### config.mk
export PLATFORM = sky130hd
export DESIGN_NAME = ibex_ex_issue_ctrl
export DESIGN_NICKNAME = d
export VERILOG_FILES = /design/src/rtl/ibex_pkg.sv /design/src/rtl/ibex_ex_issue_ctrl_imd_val_regs.sv /design/src/rtl/ibex_ex_issue_ctrl.sv
export SDC_FILE = /design/constraint.sdc
export NUM_CORES = 1
export LEC_CHECK = 0
export BUFFER_PORTS_ARGS = -buffer_cell sky130_fd_sc_hd__buf_4
export CAP_MARGIN = 20
export CELL_PAD_IN_SITES_DETAIL_PLACEMENT = 1
export CELL_PAD_IN_SITES_GLOBAL_PLACEMENT = 1
export CORE_ASPECT_RATIO = 1.4
export CORE_MARGIN = 2
export CORE_UTILIZATION = 28
export CTS_BUF_LIST = sky130_fd_sc_hd__clkbuf_16
export DETAILED_ROUTE_END_ITERATION = 8
export GPL_TIMING_DRIVEN = 1
export PLACE_DENSITY_LB_ADDON = 0.3
export SETUP_SLACK_MARGIN = 0.2
export SLEW_MARGIN = 20
export SYNTH_ARGS = -nofsm -noshare
export SYNTH_HDL_FRONTEND = slang
export SYNTH_SLANG_ARGS = --single-unit
### constraint.sdc
create_clock -name clk_i -period 1.6 [get_ports clk_i]
set_input_delay 0.24 -clock clk_i [delete_from_list [all_inputs] [get_ports clk_i]]
set_output_delay 0.24 -clock clk_i [all_outputs]
set_load 0.02 [all_outputs]
### src/rtl/ibex_pkg.sv
// ibex_pkg
// Shared types for the ID-side execute issue controller.
//   rv32m_e          : M-extension implementation variant
//   ex_op_class_e    : how an instruction occupies EX (single cycle, multi-cycle
//                      ALU, multiplier, divider)
//   ex_issue_state_e : issue-controller FSM states
//   IMD_N / IMD_W    : count and width of the intermediate-value words
package ibex_pkg;

    typedef enum integer {
        RV32MNone        = 0,
        RV32MSlow        = 1,
        RV32MFast        = 2,
        RV32MSingleCycle = 3
    } rv32m_e;

    typedef enum logic [1:0] {
        OP_SINGLE    = 2'd0,
        OP_ALU_MULTI = 2'd1,
        OP_MULT      = 2'd2,
        OP_DIV       = 2'd3
    } ex_op_class_e;

    typedef enum logic [1:0] {
        IDLE    = 2'd0,
        MULTI   = 2'd1,
        WAIT_WB = 2'd2
    } ex_issue_state_e;

    localparam int unsigned IMD_N = 2;
    localparam int unsigned IMD_W = 34;

endpackage

### src/rtl/ibex_ex_issue_ctrl_imd_val_regs.sv
// ibex_imd_val_regs
// Two 34-bit intermediate-value registers shared between ID and EX. Each word
// has its own write enable; both words may be written in the same cycle.
// Ports:
//   clk_i, rst_i : clock, synchronous active-high reset (clears to zero)
//   we_i         : per-word write enable
//   d_i          : per-word write data
//   q_o          : registered per-word values
module ibex_imd_val_regs
    import ibex_pkg::*;
(
    input  logic                        clk_i,
    input  logic                        rst_i,
    input  logic [IMD_N-1:0]            we_i,
    input  logic [IMD_N-1:0][IMD_W-1:0] d_i,
    output logic [IMD_N-1:0][IMD_W-1:0] q_o
);

    genvar gi;
    generate
        for (gi = 0; gi < IMD_N; gi++) begin : g_word
            logic [IMD_W-1:0] q_reg;

            always_ff @(posedge clk_i) begin
                if (rst_i) begin
                    q_reg <= '0;
                end else if (we_i[gi]) begin
                    q_reg <= d_i[gi];
                end
            end

            assign q_o[gi] = q_reg;
        end
    endgenerate

endmodule

### src/rtl/ibex_ex_issue_ctrl.sv
// ibex_ex_issue_ctrl
// ID-side issue control for the execute block's multi-cycle protocol. Issues
// ALU / multiplier / divider operations, drives the dynamic enables, static
// selects and first-cycle flag, owns the intermediate-value registers, holds
// ID until EX has a result that writeback accepts, and counts stall cycles.
// Ports:
//   clk_i, rst_i             : clock, synchronous active-high reset
//   instr_valid_i            : decoded instruction present in ID
//   op_class_i               : ex_op_class_e of that instruction
//   flush_i                  : kill the current instruction
//   wb_ready_i               : writeback accepts a result this cycle
//   ex_valid_i               : EX output is valid
//   imd_val_we_i/_d_i        : intermediate-value write enable / data from EX
//   imd_val_q_o              : intermediate values to EX
//   alu_instr_first_cycle_o  : first EX cycle of the current instruction
//   mult_en_o / div_en_o     : dynamic enables (low while waiting on writeback)
//   mult_sel_o / div_sel_o   : static selects
//   multdiv_ready_id_o       : ID can take a mult/div result
//   instr_done_o             : instruction retires from EX this cycle
//   busy_o                   : controller not idle
//   stall_cnt_o              : saturating stall-cycle count
module ibex_ex_issue_ctrl
    import ibex_pkg::*;
#(
    parameter rv32m_e      RV32M     = ibex_pkg::RV32MFast,
    parameter int unsigned StallCntW = 16
) (
    input  logic                        clk_i,
    input  logic                        rst_i,
    input  logic                        instr_valid_i,
    input  logic [1:0]                  op_class_i,
    input  logic                        flush_i,
    input  logic                        wb_ready_i,
    input  logic                        ex_valid_i,
    input  logic [IMD_N-1:0]            imd_val_we_i,
    input  logic [IMD_N-1:0][IMD_W-1:0] imd_val_d_i,
    output logic [IMD_N-1:0][IMD_W-1:0] imd_val_q_o,
    output logic                        alu_instr_first_cycle_o,
    output logic                        mult_en_o,
    output logic                        div_en_o,
    output logic                        mult_sel_o,
    output logic                        div_sel_o,
    output logic                        multdiv_ready_id_o,
    output logic                        instr_done_o,
    output logic                        busy_o,
    output logic [StallCntW-1:0]        stall_cnt_o
);

    localparam bit MExtEn = (RV32M != RV32MNone);

    ex_issue_state_e      state_reg, state_next;
    ex_op_class_e         op_class, op_class_eff;
    logic                 act;
    logic [IMD_N-1:0]     imd_we;
    logic [StallCntW-1:0] stall_cnt_reg;

    assign op_class = ex_op_class_e'(op_class_i);

    // Without the M extension, mult/div still occupy EX for several cycles,
    // so they are steered through the generic multi-cycle ALU path.
    always_comb begin
        op_class_eff = op_class;
        if (!MExtEn && (op_class == OP_MULT || op_class == OP_DIV)) begin
            op_class_eff = OP_ALU_MULTI;
        end
    end

    // A flushed or absent instruction is invisible to EX.
    assign act = instr_valid_i & ~flush_i;

    assign mult_sel_o              = act & (op_class_eff == OP_MULT);
    assign div_sel_o               = act & (op_class_eff == OP_DIV);
    // EX holds its result while writeback stalls, so it must not step again.
    assign mult_en_o               = mult_sel_o & (state_reg != WAIT_WB);
    assign div_en_o                = div_sel_o & (state_reg != WAIT_WB);
    assign alu_instr_first_cycle_o = act & (state_reg == IDLE);
    assign multdiv_ready_id_o      = wb_ready_i;
    assign instr_done_o            = act & ex_valid_i & wb_ready_i;
    assign busy_o                  = (state_reg != IDLE);
    assign stall_cnt_o             = stall_cnt_reg;

    always_comb begin
        state_next = state_reg;
        if (!act) begin
            state_next = IDLE;
        end else begin
            unique case (state_reg)
                IDLE: begin
                    if (ex_valid_i) begin
                        state_next = wb_ready_i ? IDLE : WAIT_WB;
                    end else if (op_class_eff != OP_SINGLE) begin
                        state_next = MULTI;
                    end else begin
                        state_next = IDLE;
                    end
                end
                MULTI: begin
                    if (ex_valid_i) begin
                        state_next = wb_ready_i ? IDLE : WAIT_WB;
                    end else begin
                        state_next = MULTI;
                    end
                end
                WAIT_WB: begin
                    state_next = wb_ready_i ? IDLE : WAIT_WB;
                end
                default: state_next = IDLE;
            endcase
        end
    end

    always_ff @(posedge clk_i) begin
        if (rst_i) begin
            state_reg <= IDLE;
        end else begin
            state_reg <= state_next;
        end
    end

    // Saturating stall counter: never wraps back to a small value.
    always_ff @(posedge clk_i) begin
        if (rst_i) begin
            stall_cnt_reg <= '0;
        end else if (act && !instr_done_o && !(&stall_cnt_reg)) begin
            stall_cnt_reg <= stall_cnt_reg + 1'b1;
        end
    end

    // Writes from EX are ignored while its result is parked for writeback.
    assign imd_we = imd_val_we_i & {IMD_N{act & (state_reg != WAIT_WB)}};

    ibex_imd_val_regs u_imd_val_regs (
        .clk_i (clk_i),
        .rst_i (rst_i),
        .we_i  (imd_we),
        .d_i   (imd_val_d_i),
        .q_o   (imd_val_q_o)
    );

    // A single-cycle op must produce its result in the cycle it is issued.
    a_single_completes: assert property (@(posedge clk_i) disable iff (rst_i)
        (state_reg == IDLE && act && !ex_valid_i) |-> (op_class_eff != OP_SINGLE));

    // Dropping instr_valid_i mid-instruction acts as a flush but is unexpected.
    a_valid_held: assert property (@(posedge clk_i) disable iff (rst_i)
        (state_reg != IDLE) |-> instr_valid_i);

endmodule

==> results of run 1 <==
[layout make-up]
type	count	area (um^2)	share of cell area, %
clock buffer	10	250	4.61
clock inverter	5	26.3	0.484
inverter	1	3.75	0.0692
multi-input combinational	307	1690	31.2
sequential	86	1770	32.6
tap	147	184	3.39
timing repair buffer	189	1500	27.7
[routing by layer]
layer	share of wire (%)	up-vias	GRT usage [%]	routed length, um
li1	-	1762	-	-
met1	37	1720	17.9	4350
met2	53	121	32.2	6240
met3	7.8	22	6.04	919
met4	2.2	0	6.73	265
met5	0	-	0	0
[cell families (layout without fill, tap and decap cells)]
logic type / Yosys count / in the layout
adder cells (fa/ha/maj): 1 / 1
flip-flops: 86 / 86
AND/OR/NAND/NOR: 210 / 210
buffers and inverters: 28 / 205
multiplexers: 5 / 5
AO/OA/AOI/OAI: 91 / 91
[report_power, final]
| group | switching, W | leakage (nW) | total, W | internal [W] |
|---|---|---|---|---|
| registers | 0.0000326 | 0.708 | 0.00222 | 0.00219 |
| clock network | 0.000839 | 0.140 | 0.00196 | 0.00112 |
| logic | 0.000289 | 1.43 | 0.000564 | 0.000275 |
[cell usage in the layout (no fill, tap or decap), types with 2 or more instances in the layout]
cell / instances
dfxtp_1: 70
nor4_2: 3
a21oi_1: 75
a21oi_2: 3
buf_6: 9
buf_4: 176
or3_1: 3
dfxtp_4: 10
nand3_2: 2
or4_1: 3
o21ai_0: 4
nor3_2: 2
o31ai_2: 2
nand4_4: 3
and4_4: 2
nor2_1: 8
mux2_2: 4
clkbuf_16: 10
clkinv_2: 3
nand2_1: 145
inv_1: 2
dfxtp_2: 6
nand3_1: 5
o21ai_2: 2
or3_4: 2
nand4_1: 4
buf_12: 4
nand2b_1: 2
o31ai_1: 2
and3_1: 5
nor2b_1: 5
[what timing repair did]
| item | 4_1_cts | 5_1_grt |
|---|---|---|
| endpoints found under the setup margin | 41 | 32 |
| pin swaps | 14 | 9 |
| gates cloned | 1 | 0 |
| resized for setup | 26 | 16 |
| hold endpoints to repair | 0 | 0 |
| buffers inserted | 6 | 2 |
[critical path, delay by kind of cell, from the launching register on]
kind                       cells  cell delay [ns]
buffers and inverters          1             0.15
adders and majority gates      1             0.16
and+or+nand+nor                3             0.70
DFF                            1             0.36
AOI/OAI and AO/OA              1             0.13
[metrics by stage]
| stage | total power [W] | hold WS, ns | instance area (um^2) | TNS (ns) | instances |
|---|---|---|---|---|---|
| 3_3_place_gp | 0.00281 | 0.443 | 4930 | 0 | 721 |
| 3_5_place_dp | 0.00282 | 0.449 | 4930 | -0.0676 | 721 |
| 2_1_floorplan | 0.00250 | 0.332 | 3460 | 0 | 421 |
| 6_report | 0.00475 | 0.118 | 5430 | 0 | 745 |
| 4_1_cts | 0.00481 | 0.104 | 5350 | 0 | 743 |
| 5_1_grt | 0.00495 | 0.115 | 5430 | -0.168 | 745 |
[worst paths after layout]
check,depth (start not counted),startpoint,slack (ns),end
max,6,stall_cnt_o[0],0.02,stall_cnt_o[3]
min,2,wb_ready_i,0.12,state_reg[1]
max reg2reg,6,stall_cnt_o[0],0.02,stall_cnt_o[3]
min reg2reg,2,u_imd_val_regs.g_word[1].q_reg[12],0.46,u_imd_val_regs.g_word[1].q_reg[12]
==> out/results.txt, run 1 <==
Syn Inst Count - 421
Nets - 673
Simple-Gate Fraction of Synth Area - 29.5%
Post-synthesis mux area share - 1.66%
Distinct cells, synth - 37
Largest family of logic cells by synthesized area - simple AND/OR/NAND/NOR gates
Max stage delay on crit path - 0.48 ns
FP Rows - 47
Crit path max fanout - 4
Max Cap Violations - 0
Critical path required time - 1.87 ns
TritonCTS Buffers - 9
Die area - 13000 um^2
Post-synthesis compound-gate area fraction - 14.0%
Period minus WS final - 1.58 ns
Setup-failing EPs final - 0
Max VDD drop - 0.486 mV
Initial drt markers - 61
Syn Area/Cell - 8.06 um^2
Routability cong. - 0.754
Crit path capture type - flip-flop
First-pass GRT wire length - 18500 um
Part of the cycle the worst path needs - 98.7%
Sequential share of the synthesized area - 50.7%
Tightest Pin Transition - 0.492 ns
Share of cells above drive strength 1 - 43.5%
Vias per cell - 4.87
RSZ-0062 raised after global routing - yes
H-tree depth - 3
Worst rel slew slack - 67.2%
Initial cell density of the core - 28.7%
Final number of max-transition violations - 0
Hold bufs inserted after CTS - 0
Area contributors post-synth - dfxtp_1 (51%), nand2_1 (16%), a21oi_1 (12%)
# IOs - 170
Detailed-route DRC error count - 0
Sink Count - 86
Fin util - 45.9%
Synthesis Warnings - 0
Outcome - completed
Clk_skew - 0.00705 ns
CTS tree - yes
Antenna-violating nets left - 0
Largest net degree at the start of global routing - 50
Post-synthesis adder-cell area fraction - 0.369%
Power per Cell Area - 875 nW/um^2
Most common cell in the synthesized netlist - nand2_1
Final hold vios - 0
Synthesized area - 3390 um^2
Vias in the first global route - 3772
Dpl ws - -0.0210 ns
Post-synth EDFFs - 0
Antenna violations before repair - 0
Core area - 11800 um^2
WP data arrival - 1.85 ns
Critical path, cell by cell - ha_4 > nand4_1 > nor4_4 > buf_4 > or4_4 > a21oi_2
Commonest cells in the netlist - nand2_1 (146), dfxtp_1 (86), a21oi_1 (78), clkbuf_1 (20), nor2_1 (9)
Post-synthesis register bit count - 86
Die X-Extent - 97.0 um
1st-pass router iterations - 4
Post-DP HPWL - 8390 um
Biggest area consumer among synthesized cells - dfxtp_1
Syn Nets - 500
Clk slew on worst S/H paths - 0.06 ns
Clk buf depth - 2
Total GRT Usage - 17.4%
CTS Root Cell - clkbuf_16
Final WS setup - 0.0206 ns
Area Growth Syn to Fin - 59.9%
Ys async rst share - 0%
Crit Path Category - reg2reg
Die H - 134 um
Post-synth top area share - 50.7%
Primary FF master, synth - dfxtp_1
Maximum clock rate - 0.633 GHz
Final wirelength - 11800 um
Worst min path class - in2reg
CP max-delay cell - or4_4
IO buf count - 169
Via count - 3625
Startpoint Class - flip-flop
Post-Synth XOR/XNOR Area - 0%
Diode count - 0
Fill cells - 1430
Global route overflow - 0
Largest register FFs - 68
Leakage - 2.28 nW
Clk Latency, worst-skew pair - 0.34 ns
WL/cell - 15.8 um
(Power assumes the default switching activity.)
==> run 2: changes to the inputs <==
--- a/config.mk
+++ b/config.mk
@@ -11,7 +11,7 @@
 export CELL_PAD_IN_SITES_GLOBAL_PLACEMENT = 1
 export CORE_ASPECT_RATIO = 1.4
 export CORE_MARGIN = 2
-export CORE_UTILIZATION = 28
+export CORE_UTILIZATION = 31
 export CTS_BUF_LIST = sky130_fd_sc_hd__clkbuf_16
 export DETAILED_ROUTE_END_ITERATION = 8
 export GPL_TIMING_DRIVEN = 1
==> constraint.sdc (replaced) <==
create_clock -name clk_i -period 1.8 [get_ports clk_i]
set_input_delay 0.27 -clock clk_i [delete_from_list [all_inputs] [get_ports clk_i]]
set_output_delay 0.27 -clock clk_i [all_outputs]
set_load 0.02 [all_outputs]
==> out/results.txt, run 2 (synthesis gave the netlist of run 1 again) <==
Outcome - completed (unchanged)
Antenna-violating nets left - 0 (unchanged)
Fill cells - 1321 (was 1430)
First-pass GRT wire length - 17500 um (was 18500 um)
Nets - 672 (was 673)
Via count - 3596 (was 3625)
Leakage - 2.25 nW (was 2.28 nW)
Vias per cell - 4.87 (about the same)
Clk Latency, worst-skew pair - 0.34 ns (about the same)
CTS Root Cell - clkbuf_16 (unchanged)
Sw Ratio - 24.7% (was 24.5%)
Area of placed instances - 4820 um^2 (was 4930 um^2)
Tightest Pin Transition - 0.475 ns (was 0.492 ns)
Int Power - 0.00310 W (was 0.00358 W)
Sink Count - 86 (unchanged)
Core area - 10800 um^2 (was 11800 um^2)
WL/cell - 15.6 um (was 15.8 um)
Max VDD drop - 0.472 mV (was 0.486 mV)
RSZ-0062 raised after global routing - yes (unchanged)
# IOs - 170 (unchanged)
Comb power frac - 11.8% (was 11.9%)
1st-pass router iterations - 4 (unchanged)
Clk_skew - 0.0112 ns (was 0.00705 ns)
Die X-Extent - 92.4 um (was 97.0 um)
Layout Cells excl Fill - 738 (was 745)
Final hold vios - 0 (unchanged)
Startpoint Class - flip-flop (unchanged)
Hold bufs inserted after CTS - 0 (unchanged)
Final wirelength - 11500 um (was 11800 um)
Global route overflow - 0 (unchanged)
Met1 GRT Util - 22.0% (was 17.9%)
Largest register FFs - 68 (unchanged)
Clk slew on worst S/H paths - 0.06 ns (about the same)
Die area - 11800 um^2 (was 13000 um^2)
Diode count - 0 (unchanged)
Clk buf depth - 2 (unchanged)
H-tree depth - 3 (unchanged)
TritonCTS Buffers - 9 (unchanged)
Crit path max fanout - 4 (unchanged)
Antenna violations before repair - 0 (unchanged)
Worst rel slew slack - 68.0% (was 67.2%)
Crit Path Category - reg2reg (unchanged)
Dpl ws - 0.146 ns (was -0.0210 ns)
Period minus WS final - 1.67 ns (was 1.58 ns)
Routability cong. - 0.745 (was 0.754)
Commonest cells after routing, fill and taps aside - buf_4 (183), nand2_1 (146), a21oi_1 (73), dfxtp_1 (71) (was buf_4 (176), nand2_1 (145), a21oi_1 (75), dfxtp_1 (70))
Switching power of the nets - 0.00102 W (was 0.00116 W)
WP data arrival - 1.89 ns (was 1.85 ns)
Most Crowded Layer GR - met2 (unchanged)
Commonest non-fill, non-tap cell in the layout - buf_4 (unchanged)
Critical path required time - 2.02 ns (was 1.87 ns)
Max Cap Violations - 0 (unchanged)
Clock share of power - 40.1% (was 41.4%)
Fin area - 5310 um^2 (was 5430 um^2)
Setup-failing EPs final - 0 (unchanged)
Largest net degree at the start of global routing - 39 (was 50)
Detailed-route DRC error count - 0 (unchanged)
Total GRT Usage - 18.4% (was 17.4%)
Crit path capture type - flip-flop (unchanged)
FP Rows - 45 (was 47)
Share of cells above drive strength 1 - 42.2% (was 43.5%)
Fin util - 49.4% (was 45.9%)
Met3 GRT Util - 5.58% (was 6.04%)
Setup TNS - 0 ns (unchanged)
Initial drt markers - 103 (was 61)
Sequential share of power - 48.1% (was 46.7%)
Part of the cycle the worst path needs - 92.7% (was 98.7%)
Initial cell density of the core - 31.6% (was 28.7%)
Post-DP HPWL - 8080 um (was 8390 um)
Worst min path class - in2reg (unchanged)
Final number of max-transition violations - 0 (unchanged)
Final WS setup - 0.132 ns (was 0.0206 ns)
Die H - 128 um (was 134 um)
Placed cells - 713 (was 721)
CTS tree - yes (unchanged)
Area Growth Syn to Fin - 56.5% (was 59.9%)
Vias in the first global route - 3555 (was 3772)
IO buf count - 169 (unchanged)
GR Layer Usage met2 - 30.4% (was 32.2%)
Power per Cell Area - 774 nW/um^2 (was 875 nW/um^2)
Maximum clock rate - 0.599 GHz (was 0.633 GHz)
-- run 2: cell count changes in the layout (fill, tap and decap cells not counted), sizes merged --
cell      delta
clkinvlp     +1
buf          -1
clkbuf       -1
inv          +1
clkinv       -1
-- run 2: final timing paths --
path,startpoint,end,slack [ns],cells past startpoint
hold reg to reg,u_imd_val_regs.g_word[0].q_reg[31],u_imd_val_regs.g_word[0].q_reg[31],0.46,2
setup / recovery,stall_cnt_o[0],stall_cnt_o[9],0.13,6
setup reg to reg,stall_cnt_o[0],stall_cnt_o[9],0.13,6
hold / removal,wb_ready_i,state_reg[1],0.13,2
-- run 2: through the flow --
| stage | hold WS (ns) | total power [W] |
|---|---|---|
| 6_report | 0.126 | 0.00411 |
| 5_1_grt | 0.124 | 0.00428 |
| 4_1_cts | 0.114 | 0.00417 |
| 3_5_place_dp | 0.452 | 0.00251 |
| 3_3_place_gp | 0.443 | 0.00249 |
| 2_1_floorplan | 0.362 | 0.00224 |
-- run 2: power groups by stage --
stage	Sequential [W]	Clock, W	Combinational, W
after floorplan	0.00209	0	0.000148
after global placement	0.00202	0	0.000471
after detailed placement	0.00203	0	0.000481
after CTS	0.00199	0.00170	0.000483
after global routing	0.00198	0.00177	0.000528
final	0.00198	0.00165	0.000484
-- run 2: layout make-up --
class	instances	area [um^2]	share of cell area (%)
sequential	86	1760	33.1
multi-input combinational	307	1660	31.3
timing repair buffer	188	1460	27.4
clock buffer	9	225	4.24
tap	141	176	3.32
clock inverter	6	32.5	0.612
inverter	1	3.75	0.0707
-- run 2: critical path, cell delays in order (launching register included) --
cell     delay (ns)
dfxtp_4        0.38
ha_4           0.14
nand4_1        0.16
buf_4          0.20
nor3_4         0.29
nor4b_2        0.11
mux2_2         0.28
-- run 2: what timing repair did --
| item | 4_1_cts | 5_1_grt |
|---|---|---|
| endpoints found under the hold margin | 0 | 0 |
| pin swaps | 2 | 10 |
| setup endpoints to repair | 12 | 18 |
| gates cloned | 0 | 1 |
| buffers inserted | 1 | 8 |
| gates resized for setup | 5 | 41 |
-- run 2: layer usage --
layer | vias up | part of all wire [%]
met1 | 1691 | 40
met4 | 0 | 2.2
li1 | 1760 | -
met3 | 17 | 8.3
met5 | - | 0
met2 | 128 | 50
